$ cat src/rtl/seg_scan_ctrl.sv
// seg_scan_ctrl: time-multiplexed scan controller for DIGITS common-anode 7-segment digits.
// One shared BCD decode path, a dead-time guard before every digit, leading-zero blanking,
// per-digit decimal points, and a frame-synchronous update handshake so the displayed value
// never changes mid-frame.
//
// Ports:
//   clk      system clock
//   rst      synchronous, active-high reset
//   val_in   packed BCD, digit i = val_in[4i+3:4i], digit 0 least significant
//   dp_in    decimal point request per digit (1 = on)
//   upd_req  1-cycle strobe: capture val_in/dp_in for display
//   upd_ack  1-cycle pulse: captured data became active
//   lz_en    1 = blank leading zeros (sampled live)
//   seg      active-low segments, bit0..6 = a..g, bit7 = dp
//   dig_n    active-low digit enables, at most one low
module seg_scan_ctrl #(
  parameter int unsigned DIGITS = 4,
  parameter int unsigned DWELL  = 50000,
  parameter int unsigned GUARD  = 16
) (
  input  logic                  clk,
  input  logic                  rst,
  input  logic [4*DIGITS-1:0]   val_in,
  input  logic [DIGITS-1:0]     dp_in,
  input  logic                  upd_req,
  output logic                  upd_ack,
  input  logic                  lz_en,
  output logic [7:0]            seg,
  output logic [DIGITS-1:0]     dig_n
);

  localparam int unsigned CntMax = (DWELL > GUARD) ? DWELL : GUARD;
  localparam int unsigned CntW   = $clog2(CntMax + 1);
  localparam int unsigned IdxW   = (DIGITS > 1) ? $clog2(DIGITS) : 1;

  localparam logic [CntW-1:0] DwellLast = CntW'(DWELL - 1);
  localparam logic [CntW-1:0] GuardLast = CntW'(GUARD - 1);
  localparam logic [IdxW-1:0] IdxLast   = IdxW'(DIGITS - 1);

  typedef enum logic [0:0] {StGuard, StShow} state_e;

  state_e                r_state, w_state_nxt;
  logic [IdxW-1:0]       r_idx, w_idx_nxt;
  logic [CntW-1:0]       r_cnt, w_cnt_nxt;
  logic [4*DIGITS-1:0]   r_val, w_val_nxt;
  logic [DIGITS-1:0]     r_dp, w_dp_nxt;
  logic [4*DIGITS-1:0]   r_shadow_val;
  logic [DIGITS-1:0]     r_shadow_dp;
  logic                  r_pending;
  logic                  r_ack;
  logic [7:0]            r_seg, w_seg_nxt;
  logic [DIGITS-1:0]     r_dig_n, w_dig_n_nxt;

  logic                  w_boundary;
  logic                  w_commit;
  logic [DIGITS-1:0]     w_zero_above;
  logic [3:0]            w_digit;
  logic                  w_dp_bit;
  logic                  w_blank;

  // Active-low a..g pattern for BCD 0..9; codes 10..15 light nothing.
  function automatic logic [6:0] decode7(input logic [3:0] d);
    logic [6:0] s;
    case (d)
      4'd0:    s = 7'h40;
      4'd1:    s = 7'h79;
      4'd2:    s = 7'h24;
      4'd3:    s = 7'h30;
      4'd4:    s = 7'h19;
      4'd5:    s = 7'h12;
      4'd6:    s = 7'h02;
      4'd7:    s = 7'h78;
      4'd8:    s = 7'h00;
      4'd9:    s = 7'h10;
      default: s = 7'h7F;
    endcase
    return s;
  endfunction

  // Scan sequencer: GUARD (all off) then SHOW for each digit in turn.
  always_comb begin
    w_state_nxt = r_state;
    w_idx_nxt   = r_idx;
    w_cnt_nxt   = r_cnt + 1'b1;
    case (r_state)
      StGuard: begin
        if (r_cnt == GuardLast) begin
          w_state_nxt = StShow;
          w_cnt_nxt   = '0;
        end
      end
      StShow: begin
        if (r_cnt == DwellLast) begin
          w_state_nxt = StGuard;
          w_cnt_nxt   = '0;
          w_idx_nxt   = (r_idx == IdxLast) ? '0 : r_idx + 1'b1;
        end
      end
      default: begin
        w_state_nxt = StGuard;
        w_cnt_nxt   = '0;
        w_idx_nxt   = '0;
      end
    endcase
  end

  // The first GUARD cycle of digit 0 is the only point where the active value may change.
  assign w_boundary = (r_state == StGuard) && (r_idx == '0) && (r_cnt == '0);
  assign w_commit   = w_boundary && (r_pending || upd_req);

  // A request coincident with the boundary bypasses the shadow so it is not lost.
  always_comb begin
    w_val_nxt = r_val;
    w_dp_nxt  = r_dp;
    if (w_commit) begin
      w_val_nxt = upd_req ? val_in : r_shadow_val;
      w_dp_nxt  = upd_req ? dp_in  : r_shadow_dp;
    end
  end

  // w_zero_above[i] = digit i and every higher digit are zero.
  always_comb begin
    w_zero_above = '0;
    w_zero_above[DIGITS-1] = (w_val_nxt[4*(DIGITS-1) +: 4] == 4'd0);
    for (int i = DIGITS - 2; i >= 0; i--) begin
      w_zero_above[i] = w_zero_above[i+1] && (w_val_nxt[4*i +: 4] == 4'd0);
    end
  end

  // Outputs are computed from the next state so they register on the transition edge.
  always_comb begin
    w_digit     = 4'd0;
    w_dp_bit    = 1'b0;
    w_blank     = 1'b0;
    w_seg_nxt   = 8'hFF;
    w_dig_n_nxt = '1;
    for (int unsigned i = 0; i < DIGITS; i++) begin
      if (w_idx_nxt == IdxW'(i)) begin
        w_digit  = w_val_nxt[4*i +: 4];
        w_dp_bit = w_dp_nxt[i];
        w_blank  = lz_en && (i != 0) && w_zero_above[i];
      end
    end
    if (w_state_nxt == StShow) begin
      for (int unsigned i = 0; i < DIGITS; i++) begin
        if (w_idx_nxt == IdxW'(i)) w_dig_n_nxt[i] = 1'b0;
      end
      w_seg_nxt = {~w_dp_bit, (w_blank ? 7'h7F : decode7(w_digit))};
    end
  end

  always_ff @(posedge clk) begin
    if (rst) begin
      r_state      <= StGuard;
      r_idx        <= '0;
      r_cnt        <= '0;
      r_val        <= '0;
      r_dp         <= '0;
      r_shadow_val <= '0;
      r_shadow_dp  <= '0;
      r_pending    <= 1'b0;
      r_ack        <= 1'b0;
      r_seg        <= 8'hFF;
      r_dig_n      <= '1;
    end else begin
      r_state <= w_state_nxt;
      r_idx   <= w_idx_nxt;
      r_cnt   <= w_cnt_nxt;
      r_val   <= w_val_nxt;
      r_dp    <= w_dp_nxt;
      if (upd_req) begin
        r_shadow_val <= val_in;
        r_shadow_dp  <= dp_in;
      end
      if (w_commit) begin
        r_pending <= 1'b0;
      end else if (upd_req) begin
        r_pending <= 1'b1;
      end
      r_ack   <= w_commit;
      r_seg   <= w_seg_nxt;
      r_dig_n <= w_dig_n_nxt;
    end
  end

  assign upd_ack = r_ack;
  assign seg     = r_seg;
  assign dig_n   = r_dig_n;

endmodule

$ cat config.mk
export PLATFORM = sky130hd
export DESIGN_NAME = seg_scan_ctrl
export DESIGN_NICKNAME = d
export VERILOG_FILES = /design/src/rtl/seg_scan_ctrl.sv
export SDC_FILE = /design/constraint.sdc
export NUM_CORES = 1
export LEC_CHECK = 0
export CAP_MARGIN = 10
export CORE_MARGIN = 2
export CORE_UTILIZATION = 40
export CTS_CLUSTER_SIZE = 16
export DETAILED_ROUTE_END_ITERATION = 8
export GPL_TIMING_DRIVEN = 0
export SETUP_SLACK_MARGIN = 0.2
export SLEW_MARGIN = 40
export SYNTH_ARGS = -nofsm -noshare
export SYNTH_HDL_FRONTEND = slang
export SYNTH_SLANG_ARGS = --single-unit
$ cat constraint.sdc
create_clock -name clk -period 9.1 [get_ports clk]
set_clock_uncertainty 0.05 [all_clocks]
set_input_delay 0.91 -clock clk [delete_from_list [all_inputs] [get_ports clk]]
set_output_delay 0.91 -clock clk [all_outputs]
set_load 0.1 [all_outputs]
==> impl_metrics.tcl <==
set metrics [dict create \
    die_x_um 95.5 \
    peakVddDrop_mv 0.0770 \
    yosys.area.top_type_share 0.437 \
    grt-ovfl-total 0 \
    synth_cell_types 54 \
    finalHoldViolCount 0 \
    maxSlewViolCount 0 \
    numCtsBuffers 9 \
    synthToLayoutAreaGrowth_pct 18.6 \
    place_hpwl_um 5200 \
    fillers 827 \
    r2r_setup_slack_ns 5.19 \
    arrival_ns 4.11 \
    synth.avg_cell_area_um2 9.37 \
    vias 2607 \
    grt_setup_unrepaired "false" \
    tns_ns 0 \
    routedWlPerCell_um 14.0 \
    p_leak_nw 1.57 \
    clock-sinks 73 \
    ant_nets 0 \
    ys.flop_type "dfxtp_1" \
    fp-row-count 33 \
    setup_slack_ns 5.19 \
    drc 0 \
    required_ns 9.30 \
    cts_root_buffer "clkbuf_8" \
    synth_seq_area_share 0.437 \
    worst_pin_slew_ns 0.745 \
    grt_use_total 0.174 \
    finalWirelength_um 7160 \
    final-setup-viol-count 0 \
    cts_resized 0 \
    grt_pass1_vias 2500 \
    period_share 0.430 \
    grt_pass1_wl_um 12000 \
    design_area_um2 3970 \
    cts_hold_buf 0 \
    final.min_clock_period_ns 3.91 \
    port_buffers 34 \
    stdcell_count 512 \
    via_per_inst 5.09 \
    layout-drive-gt1-share 0.150 \
    startpoint_type "flip-flop" \
    dieArea_um2 9110 \
    io_pins 37 \
    powerDensity_nw_per_um2 180 \
    critical_path_class "reg -> reg" \
    pre_cts_slack_ns 4.83 \
    syn_inst 357 \
    core_area_um2 8180 \
    initial_core_util 0.409 \
    hold_path_class "reg -> reg" \
    synth_area_um2 3350 \
    synth.area.top_cells "dfxtp_1 (44%), mux2i_1 (9.0%), nor2_1 (7.0%)" \
    clock_latency_ns 0.36 \
    timing.fmax_ghz 0.256 \
    reg2regPathDepth 13 \
    crit_path_end "seg[1]" \
    synth_top_cell_by_area "dfxtp_1" \
    dp.cells 496 \
    place_area_um2 3750 \
    cts.htree.levels 3 \
    max_slew_margin 0.501 \
    synth_fp_nets 390 \
    finalNetCount 435 \
    status "complete, no violations" \
    drv_cap 0 \
    worstReg2RegStart "r_cnt[0]" \
    ys_ff_latch 73 \
    synthArstFlopShare 0 \
    reg2reg_to "seg[1]" \
    die_y_um 95.5 \
    cts_buffer_depth 2 \
    crit_fanout 10 \
    postCtsSetupBuffers 0 \
    cp-end-kind "flip-flop" \
    antenna_found_initial 0 \
    crit_start "r_cnt[0]" \
    cts_tree "done" \
    drtPass1Iterations 4 \
    antennaDiodeCount 0 \
    synth_edf_count 0 \
    drt_iter0_markers 129 \
    yosys_warnings 0 \
    grt_max_degree 13 \
    clkTransAtPathRegs_ns 0.08 \
    gp_congestion 0.831 \
]
## cells in the mapped netlist (8+ instances only)
cell type,number
dfxtp_1,73
nor2_1,62
mux2i_1,30
nand2_1,19
mux2_2,14
nor2b_1,14
nand3_1,13
ha_1,9
inv_1,9
a21oi_1,8
nor4_1,8
o21ai_0,8
xor2_1,8
## registers in the layout, summed over array words and instances (netlist names)
| name | count |
|---|---|
| r_shadow_dp | 4 |
| r_state | 1 |
| r_shadow_val | 16 |
| upd_ack | 1 |
| r_pending | 1 |
| r_val | 16 |
| dig_n | 4 |
| r_dp | 4 |
| r_idx | 2 |
| seg | 8 |
| r_cnt | 16 |
## cell usage in the layout, fill, tap and decap left out, types with 4 or more instances in the layout
cell type	n
mux2_2	14
clkbuf_8	9
nand2_1	19
inv_1	9
xor2_1	8
nand3_1	13
ha_1	9
clkdlybuf4s50_1	21
nor3_1	5
a21oi_1	8
buf_2	18
and3_1	4
xnor2_1	6
mux2i_1	30
nor2b_1	14
nor2_1	62
clkbuf_1	8
nor3b_1	4
nor4_1	8
o21ai_0	8
dfxtp_1	73
## critical path, cell delays in order, from the launching register on
cell	delay [ns]
dfxtp_1	0.34
inv_1	0.06
ha_1	0.13
nor4b_1	0.25
nand4b_1	0.41
nor3_2	0.75
buf_6	0.25
mux2i_1	0.26
nor2_1	0.10
o22ai_1	0.51
ha_1	0.34
inv_1	0.07
o21bai_1	0.07
a21bo_2	0.21
## kinds of logic after synthesis
group | after synthesis | share of synthesized area
AND/OR/NAND/NOR | 148 | 0.226
AO/OA/AOI/OAI | 43 | 0.0913
multiplexers | 44 | 0.137
XOR/XNOR | 14 | 0.0366
flip-flops | 73 | 0.437
buffers and inverters | 26 | 0.0389
adder cells (fa/ha/maj) | 9 | 0.0337
## power breakdown
part	switching, W	total (W)	internal (W)
registers	0.00000631	0.000340	0.000334
logic	0.0000564	0.000102	0.0000454
clock network	0.000118	0.000271	0.000153
total	0.000181	0.000713	0.000532
## metrics by stage
stage / utilization / total power (W) / hold WS, ns
2_1_floorplan: - / 0.000420 / 0.380
3_3_place_gp: 0.467 / 0.000447 / 0.396
3_5_place_dp: 0.459 / 0.000449 / 0.408
4_1_cts: 0.485 / 0.000722 / 0.427
5_1_grt: 0.485 / 0.000747 / 0.447
6_report: 0.485 / 0.000713 / 0.422
## layer usage
metal  global-route usage  vias up  part of all wire
met2                0.284       44              0.46
li1                     -     1327                 -
met5                    0        -                 0
met4               0.0786        0             0.017
met3               0.0427       10             0.043
met1                0.218     1226              0.48
## how the worst min path moves through the flow
| stage | start | end | cells after the start |
|---|---|---|---|
| final | r_cnt[0] | r_cnt[0] | 1 |
| after detailed placement | r_cnt[0] | r_cnt[0] | 1 |
| after global routing | r_cnt[0] | r_cnt[0] | 1 |
| after global placement | r_cnt[0] | r_cnt[0] | 1 |
| after floorplan | r_cnt[0] | r_cnt[0] | 1 |
| after CTS | r_cnt[0] | r_cnt[0] | 1 |
## cell type report
cell class,instances,area [um2],area share
multi-input cells,258,1760,0.443
flip-flops and latches,73,1460,0.368
repair buffers,34,275,0.0694
well taps,105,131,0.0331
clock buffers,10,128,0.0322
plain buffers,17,96.3,0.0243
clock inverters,6,82.6,0.0208
inverters,9,33.8,0.00851
Power figures use the tool's default switching activity.
